<file path="src/rtl/wb_port_arbiter_if.sv">
// rtl/wb_port_arbiter_if.sv - write-back, MDU result and register-file port bundle
interface wb_port_arbiter_if #(
  parameter int DEPTH = 2
);
  logic                     pipe_we;
  logic [4:0]               pipe_rd;
  logic [31:0]              pipe_wdata;
  logic                     mdu_valid;
  logic                     mdu_ready;
  logic [4:0]               mdu_rd;
  logic [31:0]              mdu_wdata;
  logic                     rf_we;
  logic [4:0]               rf_waddr;
  logic [31:0]              rf_wdata;
  logic                     rf_src;
  logic                     stall_req;
  logic [31:0]              pend_mask;
  logic [$clog2(DEPTH):0]   fifo_count;

  modport master (
    output pipe_we, pipe_rd, pipe_wdata, mdu_valid, mdu_rd, mdu_wdata,
    input  mdu_ready, rf_we, rf_waddr, rf_wdata, rf_src, stall_req, pend_mask, fifo_count
  );

  modport slave (
    input  pipe_we, pipe_rd, pipe_wdata, mdu_valid, mdu_rd, mdu_wdata,
    output mdu_ready, rf_we, rf_waddr, rf_wdata, rf_src, stall_req, pend_mask, fifo_count
  );
endinterface

</file>
<file path="src/rtl/wb_port_arbiter.sv">
// rtl/wb_port_arbiter.sv - register-file write port arbiter, pipeline first, MDU results queued
module wb_port_arbiter #(
  parameter int DEPTH        = 2,
  parameter int STARVE_LIMIT = 4
) (
  input  logic                 clk,
  input  logic                 rst_n,
  wb_port_arbiter_if.slave     bus
);
  localparam int PW = $clog2(DEPTH);
  localparam int CW = PW + 1;
  localparam int SW = $clog2(STARVE_LIMIT + 1);

  logic [4:0]    fifo_rd   [DEPTH];
  logic [31:0]   fifo_data [DEPTH];
  logic [PW-1:0] rd_ptr;
  logic [PW-1:0] wr_ptr;
  logic [CW-1:0] count;
  logic [SW-1:0] starve_cnt;
  logic [SW-1:0] starve_next;
  logic [31:0]   mask;

  logic pipe_active;
  logic fifo_empty;
  logic push;
  logic pop;

  assign pipe_active    = bus.pipe_we & (bus.pipe_rd != 5'd0);
  assign fifo_empty     = (count == '0);
  assign bus.mdu_ready  = (count < CW'(DEPTH)) & rst_n;
  // x0 results are acknowledged but never stored
  assign push           = bus.mdu_valid & bus.mdu_ready & (bus.mdu_rd != 5'd0);
  assign pop            = ~pipe_active & ~fifo_empty;
  assign bus.fifo_count = count;
  assign bus.pend_mask  = mask;

  always_comb begin
    starve_next = '0;
    if (!fifo_empty && !pop) begin
      starve_next = (starve_cnt == SW'(STARVE_LIMIT)) ? starve_cnt : starve_cnt + 1'b1;
    end
  end

  always_comb begin
    mask = '0;
    for (int k = 0; k < DEPTH; k++) begin
      if (CW'(k) < count) begin
        mask[fifo_rd[rd_ptr + PW'(k)]] = 1'b1;
      end
    end
    mask[0] = 1'b0;
  end

  always_ff @(posedge clk) begin
    if (!rst_n) begin
      rd_ptr        <= '0;
      wr_ptr        <= '0;
      count         <= '0;
      starve_cnt    <= '0;
      bus.rf_we     <= 1'b0;
      bus.rf_waddr  <= 5'd0;
      bus.rf_wdata  <= 32'd0;
      bus.rf_src    <= 1'b0;
      bus.stall_req <= 1'b0;
    end else begin
      if (pipe_active) begin
        bus.rf_we    <= 1'b1;
        bus.rf_waddr <= bus.pipe_rd;
        bus.rf_wdata <= bus.pipe_wdata;
        bus.rf_src   <= 1'b0;
      end else if (pop) begin
        bus.rf_we    <= 1'b1;
        bus.rf_waddr <= fifo_rd[rd_ptr];
        bus.rf_wdata <= fifo_data[rd_ptr];
        bus.rf_src   <= 1'b1;
      end else begin
        bus.rf_we    <= 1'b0;
      end

      if (push) begin
        fifo_rd[wr_ptr]   <= bus.mdu_rd;
        fifo_data[wr_ptr] <= bus.mdu_wdata;
        wr_ptr            <= wr_ptr + 1'b1;
      end
      if (pop) begin
        rd_ptr <= rd_ptr + 1'b1;
      end
      case ({push, pop})
        2'b10:   count <= count + 1'b1;
        2'b01:   count <= count - 1'b1;
        default: count <= count;
      endcase

      starve_cnt    <= starve_next;
      bus.stall_req <= (starve_next == SW'(STARVE_LIMIT));
    end
  end
endmodule
</file>
<file path="src/flat_wrapper.sv">
// flat-port wrapper written by rule: the top's interface ports become plain ports
module wb_port_arbiter_flat 
#(
  parameter int DEPTH        = 2,
  parameter int STARVE_LIMIT = 4
)
  (clk, rst_n, bus_pipe_we, bus_pipe_rd, bus_pipe_wdata, bus_mdu_valid, bus_mdu_rd, bus_mdu_wdata, bus_mdu_ready, bus_rf_we, bus_rf_waddr, bus_rf_wdata, bus_rf_src, bus_stall_req, bus_pend_mask, bus_fifo_count);
  wb_port_arbiter_if #(.DEPTH(DEPTH)) bus_i ();
  input  logic clk;
  input  logic rst_n;
  input wire logic [$bits(bus_i.pipe_we)-1:0] bus_pipe_we;
  input wire logic [$bits(bus_i.pipe_rd)-1:0] bus_pipe_rd;
  input wire logic [$bits(bus_i.pipe_wdata)-1:0] bus_pipe_wdata;
  input wire logic [$bits(bus_i.mdu_valid)-1:0] bus_mdu_valid;
  input wire logic [$bits(bus_i.mdu_rd)-1:0] bus_mdu_rd;
  input wire logic [$bits(bus_i.mdu_wdata)-1:0] bus_mdu_wdata;
  output wire logic [$bits(bus_i.mdu_ready)-1:0] bus_mdu_ready;
  output wire logic [$bits(bus_i.rf_we)-1:0] bus_rf_we;
  output wire logic [$bits(bus_i.rf_waddr)-1:0] bus_rf_waddr;
  output wire logic [$bits(bus_i.rf_wdata)-1:0] bus_rf_wdata;
  output wire logic [$bits(bus_i.rf_src)-1:0] bus_rf_src;
  output wire logic [$bits(bus_i.stall_req)-1:0] bus_stall_req;
  output wire logic [$bits(bus_i.pend_mask)-1:0] bus_pend_mask;
  output wire logic [$bits(bus_i.fifo_count)-1:0] bus_fifo_count;
  assign bus_i.pipe_we = bus_pipe_we;
  assign bus_i.pipe_rd = bus_pipe_rd;
  assign bus_i.pipe_wdata = bus_pipe_wdata;
  assign bus_i.mdu_valid = bus_mdu_valid;
  assign bus_i.mdu_rd = bus_mdu_rd;
  assign bus_i.mdu_wdata = bus_mdu_wdata;
  assign bus_mdu_ready = bus_i.mdu_ready;
  assign bus_rf_we = bus_i.rf_we;
  assign bus_rf_waddr = bus_i.rf_waddr;
  assign bus_rf_wdata = bus_i.rf_wdata;
  assign bus_rf_src = bus_i.rf_src;
  assign bus_stall_req = bus_i.stall_req;
  assign bus_pend_mask = bus_i.pend_mask;
  assign bus_fifo_count = bus_i.fifo_count;
  wb_port_arbiter #(.DEPTH(DEPTH), .STARVE_LIMIT(STARVE_LIMIT)) u_core (.clk(clk), .rst_n(rst_n), .bus(bus_i));
endmodule
</file>
<file path="config.mk">
export PLATFORM = sky130hd
export DESIGN_NAME = wb_port_arbiter_flat
export DESIGN_NICKNAME = d
export VERILOG_FILES = /design/src/rtl/wb_port_arbiter_if.sv /design/src/rtl/wb_port_arbiter.sv /design/src/flat_wrapper.sv
export SDC_FILE = /design/constraint.sdc
export NUM_CORES = 1
export LEC_CHECK = 0
export ABC_AREA = 1
export BUFFER_PORTS_ARGS = -buffer_cell sky130_fd_sc_hd__buf_2
export CORE_MARGIN = 2
export CORE_UTILIZATION = 49
export CTS_BUF_LIST = sky130_fd_sc_hd__clkbuf_8
export CTS_CLUSTER_SIZE = 8
export DETAILED_ROUTE_END_ITERATION = 7
export PLACE_DENSITY_LB_ADDON = 0.25
export SKIP_LAST_GASP = 1
export SLEW_MARGIN = 20
export SYNTH_ARGS = -nofsm -noshare
export SYNTH_HDL_FRONTEND = slang
export SYNTH_SLANG_ARGS = --single-unit
export TNS_END_PERCENT = 50
</file>
<file path="constraint.sdc">
create_clock -name clk -period 7.6 [get_ports clk]
set_input_delay 2.28 -clock clk [delete_from_list [all_inputs] [get_ports clk]]
set_output_delay 2.28 -clock clk [all_outputs]
set_load 0.01 [all_outputs]
</file>
After elaboration in Yosys (flattened, before gate mapping)
Memory sizes are Yosys's and may differ from the RTL's. A register that Yosys moved wholly into a read port is not among the register bits.
Cells that the tools add are included.
Widths: inputs -> output; s select.

storage, ports and cells
  register bits = 47
  word-level logic and storage cells = 69
  memory bits (writable) = 74
  output and inout bits = 75
  memories kept = 2

memories
  name              words  width  read ports  clocked after Yosys merged registers in  write ports  RTL line               text
  u_core.fifo_data  2      32     1           1                                        1            wb_port_arbiter.sv:15  logic [31:0] fifo_data [DEPTH];
  u_core.fifo_rd    2      5      2           1                                        1            wb_port_arbiter.sv:14  logic [4:0] fifo_rd [DEPTH];

operators by class
  add/subtract/negate cells = 5
  multiplexer cells = 22
  equality and inequality tests = 4
  bitwise gates (word level) = 9
  reduce and logical (&&, ||, !) cells = 11
  $lt $le $gt $ge = 7

operators by type and width
  operator             count
  $mux 32              4
  $or 32x32->32        1
  $lt 5x6->1 const B   2
  $mux 1               11
  $demux 1 s5          2
  $ge 5x1->1 const B   2
  $mux 5               2
  $reduce_bool 5->1    2
  $eq 3x3->1 const B   2
  $mux 3               2
  $and 1x1->1          5
  $lt 1x2->1 const A   2
  $pmux 2 s2           1
  $reduce_bool 2->1    2
  $add 3x1->3 const B  1
  $logic_and 1x1->1    3
  $not 1->1            3
  $add 1x1->1 const B  2
  $add 2x1->2 const B  1
  $eq 2x1->1 const B   1
  $eq 2x2->1 const B   1
  $logic_not 1->1      2
  $logic_not 2->1      1
  $lt 2x2->1 const B   1
  2 further kinds      2

Longest topological paths before layout
Gate-level depths: netlist of the first run.

  depth after elaboration = 8
  gate-level depth with buffers = 10
  gate-level depth less buffers = 9

Worst setup path before layout of the first run
OpenSTA, ideal clock, no wires.

  path kind = in2out
  from = in rst_n
  to = out bus_mdu_ready
  data arrival time = 2.811 ns
  stages on the path = 3
  path buffers = 1
  setup slack = 2.509 ns
  cell sequence = clkinv_1 -> clkbuf_1 -> nor2_1

between the ends
  longest elaborated chain between the ends = 1

RTL lines
  element             RTL line               text
  start: declaration  flat_wrapper.sv:10     input logic rst_n;
  $and 1x1->1         wb_port_arbiter.sv:30  assign bus.mdu_ready = (count < CW'(DEPTH)) & rst_n;
  end: declaration    flat_wrapper.sv:17     output wire logic [$bits(bus_i.mdu_ready)-1:0] bus_mdu_ready;

No other way between the ends.

Final worst setup path of the first run
Ends and elaborated chain as after synthesis.

==> results of run 1 <==
## sequential cells by signal, summed over array words and instances, names as in the netlist, named ones only
signal,count
u_core.fifo_rd,10
u_core.rd_ptr,1
u_core.bus.stall_req,1
u_core.bus.rf_we,1
u_core.bus.fifo_count,2
u_core.bus.rf_wdata,32
u_core.wr_ptr,1
u_core.bus.rf_src,1
u_core.bus.rf_waddr,5
u_core.fifo_data,64
u_core.starve_cnt,3
## critical path, stage by stage
cell	delay [ns]
sky130_fd_sc_hd__buf_2	0.36
sky130_fd_sc_hd__clkinv_1	0.12
sky130_fd_sc_hd__buf_4	0.25
sky130_fd_sc_hd__nor2_1	0.11
sky130_fd_sc_hd__buf_2	0.13
## synthesized netlist by cell type, types with 2 or more instances
| cell type | instances | area [um2] |
|---|---|---|
| sky130_fd_sc_hd__dfxtp_1 | 48 | 961 |
| sky130_fd_sc_hd__clkinv_1 | 2 | 7.51 |
| sky130_fd_sc_hd__buf_1 | 2 | 7.51 |
| sky130_fd_sc_hd__buf_4 | 7 | 52.6 |
| sky130_fd_sc_hd__nor3_1 | 3 | 15.0 |
| sky130_fd_sc_hd__buf_2 | 9 | 45.0 |
| sky130_fd_sc_hd__clkbuf_1 | 15 | 56.3 |
| sky130_fd_sc_hd__inv_2 | 2 | 7.51 |
| sky130_fd_sc_hd__inv_1 | 59 | 221 |
| sky130_fd_sc_hd__edfxtp_1 | 74 | 2220 |
| sky130_fd_sc_hd__ha_1 | 5 | 62.6 |
| sky130_fd_sc_hd__nor2_4 | 2 | 22.5 |
| sky130_fd_sc_hd__nand2_1 | 197 | 739 |
| sky130_fd_sc_hd__buf_6 | 3 | 33.8 |
| sky130_fd_sc_hd__nor2_1 | 28 | 105 |
| sky130_fd_sc_hd__o21ai_0 | 39 | 195 |
| sky130_fd_sc_hd__xor2_1 | 3 | 26.3 |
| sky130_fd_sc_hd__a21oi_1 | 44 | 220 |
| sky130_fd_sc_hd__nor3_4 | 2 | 32.5 |
| sky130_fd_sc_hd__nand3_1 | 107 | 536 |
| sky130_fd_sc_hd__o21ai_2 | 4 | 35.0 |
| sky130_fd_sc_hd__nor2_2 | 2 | 12.5 |
## through the flow
| step | power, mW | std cells | utilization | instance area, um2 | hold WS, ns |
|---|---|---|---|---|---|
| after global routing | 2.23 | 957 | 0.609 | 6920 | 0.505 |
| final | 2.11 | 957 | 0.609 | 6920 | 0.483 |
| after global placement | 1.45 | 924 | 0.567 | 6450 | 0.470 |
| after CTS | 2.11 | 956 | 0.606 | 6890 | 0.484 |
| after floorplan | 1.29 | 663 | - | 5670 | 0.497 |
| after detailed placement | 1.47 | 924 | 0.567 | 6450 | 0.474 |
## logic make-up after synthesis
| kind of cell | Yosys count | synth area share |
|---|---|---|
| AND/OR/NAND/NOR | 345 | 0.264 |
| flip-flops | 122 | 0.561 |
| buffers and inverters | 99 | 0.0761 |
| AO/OA/AOI/OAI | 88 | 0.0823 |
| adder cells (fa/ha/maj) | 5 | 0.0110 |
| XOR/XNOR | 3 | 0.00463 |
| other | 1 | 0.000661 |
## power by group through the flow
stage	registers (mW)	logic [mW]	clock network, mW
floorplan	0.853	0.440	0
global placement	0.864	0.591	0
detailed placement	0.866	0.608	0
CTS	0.852	0.610	0.648
global route	0.862	0.693	0.673
finish	0.851	0.616	0.643
## routing by layer
| layer | wire (um) | up-vias | track usage |
|---|---|---|---|
| li1 | - | 2467 | - |
| met1 | 5890 | 2339 | 0.279 |
| met2 | 7100 | 213 | 0.386 |
| met3 | 1080 | 20 | 0.0610 |
| met4 | 200 | 0 | 0.0856 |
| met5 | 0 | - | 0 |
## final cells by class
| cell class | count | area share |
|---|---|---|
| flip-flops and latches | 122 | 0.460 |
| repair buffers | 155 | 0.116 |
| clock inverters | 13 | 0.0264 |
| multi-input cells | 442 | 0.299 |
| well taps | 143 | 0.0259 |
| inverters | 63 | 0.0342 |
| clock buffers | 19 | 0.0378 |
## path summary, 6_finish.rpt
check / depth (start not counted) / to / slack [ns]
hold / removal: 2 / u_core.bus.rf_wdata[26] / 0.48
hold reg to reg: 2 / u_core.bus.rf_wdata[26] / 0.48
setup reg to reg: 7 / u_core.bus.rf_waddr[0] / 5.29
setup / recovery: 5 / bus_mdu_ready / 2.06
==> impl_metrics.yaml, run 1 <==
clocking:
  numClockSinks: 122
  cts_tree: "yes"
  cts_root_buf: "sky130_fd_sc_hd__clkbuf_8"
  cts.hold.buffers_added: 0
  h_tree_lvl_count: 4
  cts-root-to-sink-buffers: 2
  clkLatencyLatePin_ns: 0.43
  post_cts_resized: 0
  cts_setup_buffers: 0
  path_clk_slew_ns: 0.07
  cts_made_buffers: 17
routing:
  drc: 0
  detail_route.first_pass.iterations: 5
  route.vias.total: 5039
  vias_per_cell: 5.27
  postRouteWirelength_mm: 14.3
  wl_per_cell_um: 14.9
  first_iter_violations: 512
  antenna_violating_nets_post_route: 0
worst_setup_path:
  timing.critical_path.arrival_ns: 3.26
  type_of_the_worst_setup_path: "in2out"
  worstPathMaxFanout: 26
  crit_start: "rst_n"
  endpoint_type_of_the_worst_setup_path: "primary output"
  critical_path_required_ns: 5.32
  critPathLaunchType: "input pin"
cells_and_area:
  areaGrowthSynthToFinish_pct: 22.0
  fillcell_total: 973
  regArea_um2: 3180
  layout-drive-gt1-share: 0.247
  layout_commonest_cell: "sky130_fd_sc_hd__nand2_1"
  finalNetCount: 884
  antenna-diode-count: 0
  multi_input_area_um2: 2070
  layout_common_cells: "sky130_fd_sc_hd__nand2_1 (196), sky130_fd_sc_hd__buf_2 (151), sky130_fd_sc_hd__nand3_1 (107)"
global_route:
  first_global_vias: 4834
  grt_start_max_net_pins: 63
  antenna_violations_before_repair: 1
  grt_first_pass_wirelength_mm: 22.7
  globalRoute.totalOverflow: 0
  grt_util_all_layers: 0.227
synthesis:
  ys.warnings.count: 0
  synth_flop_cell: "sky130_fd_sc_hd__edfxtp_1"
  mappedNetlistArea_um2: 5670
  netlist_instances: 663
  share_of_synthesized_area_occupied_by_flip_flops_and_latches: 0.561
  number_of_storage_elements_in_the_synthesis_netlist: 122
  synth.lib_cells_used.distinct: 28
  synthArstFlopShare: 0
  edff_count_synth: 74
  synthesis.area_per_instance_um2: 8.55
  synth.net_count: 746
power:
  p_per_area_nw_per_um2: 305
  sw_frac_of_total: 0.346
  p_int_mw: 1.38
  power.clock.fraction: 0.305
  combinationalPowerShare: 0.292
  power_frac_seq: 0.403
  worst_case_vdd_ir_drop_mv: 0.178
  power.switching_uw: 730
  p_leak_nw: 3.20
floorplanning:
  ioPinCount: 153
  design.core.area_um2: 11400
  floorplan.initialDensity: 0.499
  rows: 39
  die_area_um2: 12500
  height_of_the_die_um: 112
  chipWidth_um: 112
placed_design:
  dp_hpwl_mm: 9.30
  io_buffer_count: 151
  gp_congestion: 0.858
  dp_worst_setup_slack_ns: 2.08
min_path:
  min-delay-path-class: "reg2reg"
  worstHoldStart: "u_core.bus.rf_wdata[26]"
sta:
  finalHoldViolCount: 0
  worst-slew-pin-transition_ns: 0.893
  fmaxAchievable_ghz: 0.181
  rsz0062_at_grt: "false"
  finalCritPeriodShare: 0.728
  clock-skew-final_ns: 0.0105
  setup_ws_ns: 2.06
  finalSetupViolCount: 0
  tns_ns: 0
  min_cycle_time_layout_ns: 5.54
  drv_slew: 0
  slew_headroom: 0.403
job:
  max_cap_viols: 0
status:
  status: "finished clean"
Note: power is estimated with default switching activity, not from simulation.
==> run 2, diff against run 1 <==
==> constraint.sdc (replaced) <==
create_clock -name clk -period 4.7 [get_ports clk]
set_input_delay 1.41 -clock clk [delete_from_list [all_inputs] [get_ports clk]]
set_output_delay 1.41 -clock clk [all_outputs]
set_load 0.01 [all_outputs]
==> run 2 against run 1 <==
Clock power grew 38%. Sequential power is 57% higher. Clock skew shrank 0.0023 ns. Total power up 55%. Critical path type is now reg2out. Largest cell class unchanged. Highest routed layer unchanged.
==> impl_metrics.yaml, run 2 (synthesis results as in run 1) <==
routing:
  antenna_violating_nets_post_route: 0
  top_layer_used: "met4"
  vias_per_cell: 5.20
  detail_route.first_pass.iterations: 5
  wl_per_cell_um: 14.5
  wl_met2_mm: 6.62
  drc: 0
  met3_wirelength_um: 991
  length_of_routed_wiring_on_met1_mm: 6.04
  route.vias.total: 4996
  first_iter_violations: 413
  postRouteWirelength_mm: 14.0
global_route:
  grt_start_max_net_pins: 47
  grt_first_pass_wirelength_mm: 22.3
  globalRoute.totalOverflow: 0
  antenna_violations_before_repair: 1
  grt_util_all_layers: 0.225
  first_global_vias: 4772
placed_design:
  gp_congestion: 0.868
  io_buffer_count: 151
  dp_hpwl_mm: 9.34
cells_and_area:
  antenna-diode-count: 0
  max_flop_register: "u_core.fifo_data"
  finalNetCount: 888
  layout_common_cells: "sky130_fd_sc_hd__nand2_1 (196), sky130_fd_sc_hd__buf_2 (151), sky130_fd_sc_hd__nand3_1 (107)"
  layout_commonest_cell: "sky130_fd_sc_hd__nand2_1"
  reg_top3: "u_core.fifo_data (64), u_core.bus.rf_wdata (32), u_core.fifo_rd (10)"
  layout-drive-gt1-share: 0.252
  largest_register_ff_count: 64
  areaGrowthSynthToFinish_pct: 21.0
floorplanning:
  ioPinCount: 153
  height_of_the_die_um: 112
  floorplan.initialDensity: 0.499
  die_area_um2: 12500
  design.core.area_um2: 11400
  chipWidth_um: 112
  rows: 39
clocking:
  clkLatencyLatePin_ns: 0.43
  cts_made_buffers: 17
  cts_root_buf: "sky130_fd_sc_hd__clkbuf_8"
  path_clk_slew_ns: 0.07
  post_cts_resized: 0
  h_tree_lvl_count: 4
  cts.hold.buffers_added: 0
  cts_setup_buffers: 0
  numClockSinks: 122
  cts-root-to-sink-buffers: 2
  cts_tree: "yes"
sta:
  worst_hold_slack_ns: 0.481
  tns_ns: 0
  drv_slew: 0
  rsz0062_at_grt: "false"
  finalCritPeriodShare: 0.820
  finalSetupViolCount: 0
  min_cycle_time_layout_ns: 3.85
  clock-skew-final_ns: 0.00827
  fmaxAchievable_ghz: 0.259
  slew_headroom: 0.405
  finalHoldViolCount: 0
  worst-slew-pin-transition_ns: 0.891
worst_setup_path:
  critical_path_required_ns: 3.29
  endpoint_type_of_the_worst_setup_path: "primary output"
  type_of_the_worst_setup_path: "reg2out"
  critPathLaunchType: "register"
  timing.critical_path.arrival_ns: 2.44
  worstPathMaxFanout: 30
power:
  p_total_mw: 3.26
  p_leak_nw: 3.18
  p_per_area_nw_per_um2: 475
  worst_case_vdd_ir_drop_mv: 0.250
job:
  max_cap_viols: 0
status:
  status: "finished clean"
min_path:
  min-delay-path-class: "reg2reg"
==> run 2: cell types whose count changed in the layout (fill, tap and decap cells not counted), sizes merged <==
cell / change
inv: -2
bufinv: -3
clkbuf: +1
buf: +4
clkinv: +4
==> run 2: worst paths after layout <==
| kind | from | to | slack (ns) | cells past startpoint |
|---|---|---|---|---|
| min reg2reg | u_core.bus.rf_wdata[29] | u_core.bus.rf_wdata[29] | 0.48 | 2 |
| min | u_core.bus.rf_wdata[29] | u_core.bus.rf_wdata[29] | 0.48 | 2 |
| max reg2reg | u_core.bus.fifo_count[1] | u_core.bus.rf_waddr[2] | 2.55 | 8 |
| max | u_core.bus.fifo_count[1] | bus_pend_mask[19] | 0.85 | 8 |
==> run 2: layer usage <==
layer,GRT usage,up-vias
met5,0,-
met4,0.100,0
met3,0.0588,28
met2,0.367,192
met1,0.284,2302
li1,-,2474
==> run 2: stage by stage <==
| stage | instance area, um2 | instances | util | worst slack (ns) |
|---|---|---|---|---|
| after detailed placement | 6480 | 929 | 0.570 | 0.896 |
| after floorplan | 5670 | 663 | - | 1.04 |
| after global routing | 6860 | 961 | 0.604 | 0.654 |
| after global placement | 6480 | 929 | 0.570 | 0.892 |
| final | 6860 | 961 | 0.604 | 0.846 |
| after CTS | 6860 | 961 | 0.604 | 0.839 |
==> run 2: layout make-up <==
class / count / area [um2]
multi-input combinational: 442 / 2070
clock buffer: 20 / 275
inverter: 63 / 236
sequential: 122 / 3180
timing repair buffer: 159 / 816
fill: 997 / 4510
tap: 143 / 179
clock inverter: 12 / 104
==> run 2: worst max-delay path, stage by stage, from the launching register on <==
cell                       delay [ns]
sky130_fd_sc_hd__dfxtp_1         0.33
sky130_fd_sc_hd__inv_1           0.13
sky130_fd_sc_hd__ha_2            0.69
sky130_fd_sc_hd__clkinv_1        0.28
sky130_fd_sc_hd__nand2_4         0.18
sky130_fd_sc_hd__nor2_4          0.08
sky130_fd_sc_hd__nand2_1         0.09
sky130_fd_sc_hd__o21ai_0         0.07
sky130_fd_sc_hd__buf_2           0.15
==> run 2: power by group <==
group / switching, mW / leakage (nW) / internal (mW) / total (mW)
registers: 0.0706 / 1.07 / 1.27 / 1.34
logic: 0.711 / 1.91 / 0.323 / 1.03
clock network: 0.386 / 0.203 / 0.499 / 0.885
total: 1.17 / 3.18 / 2.09 / 3.26
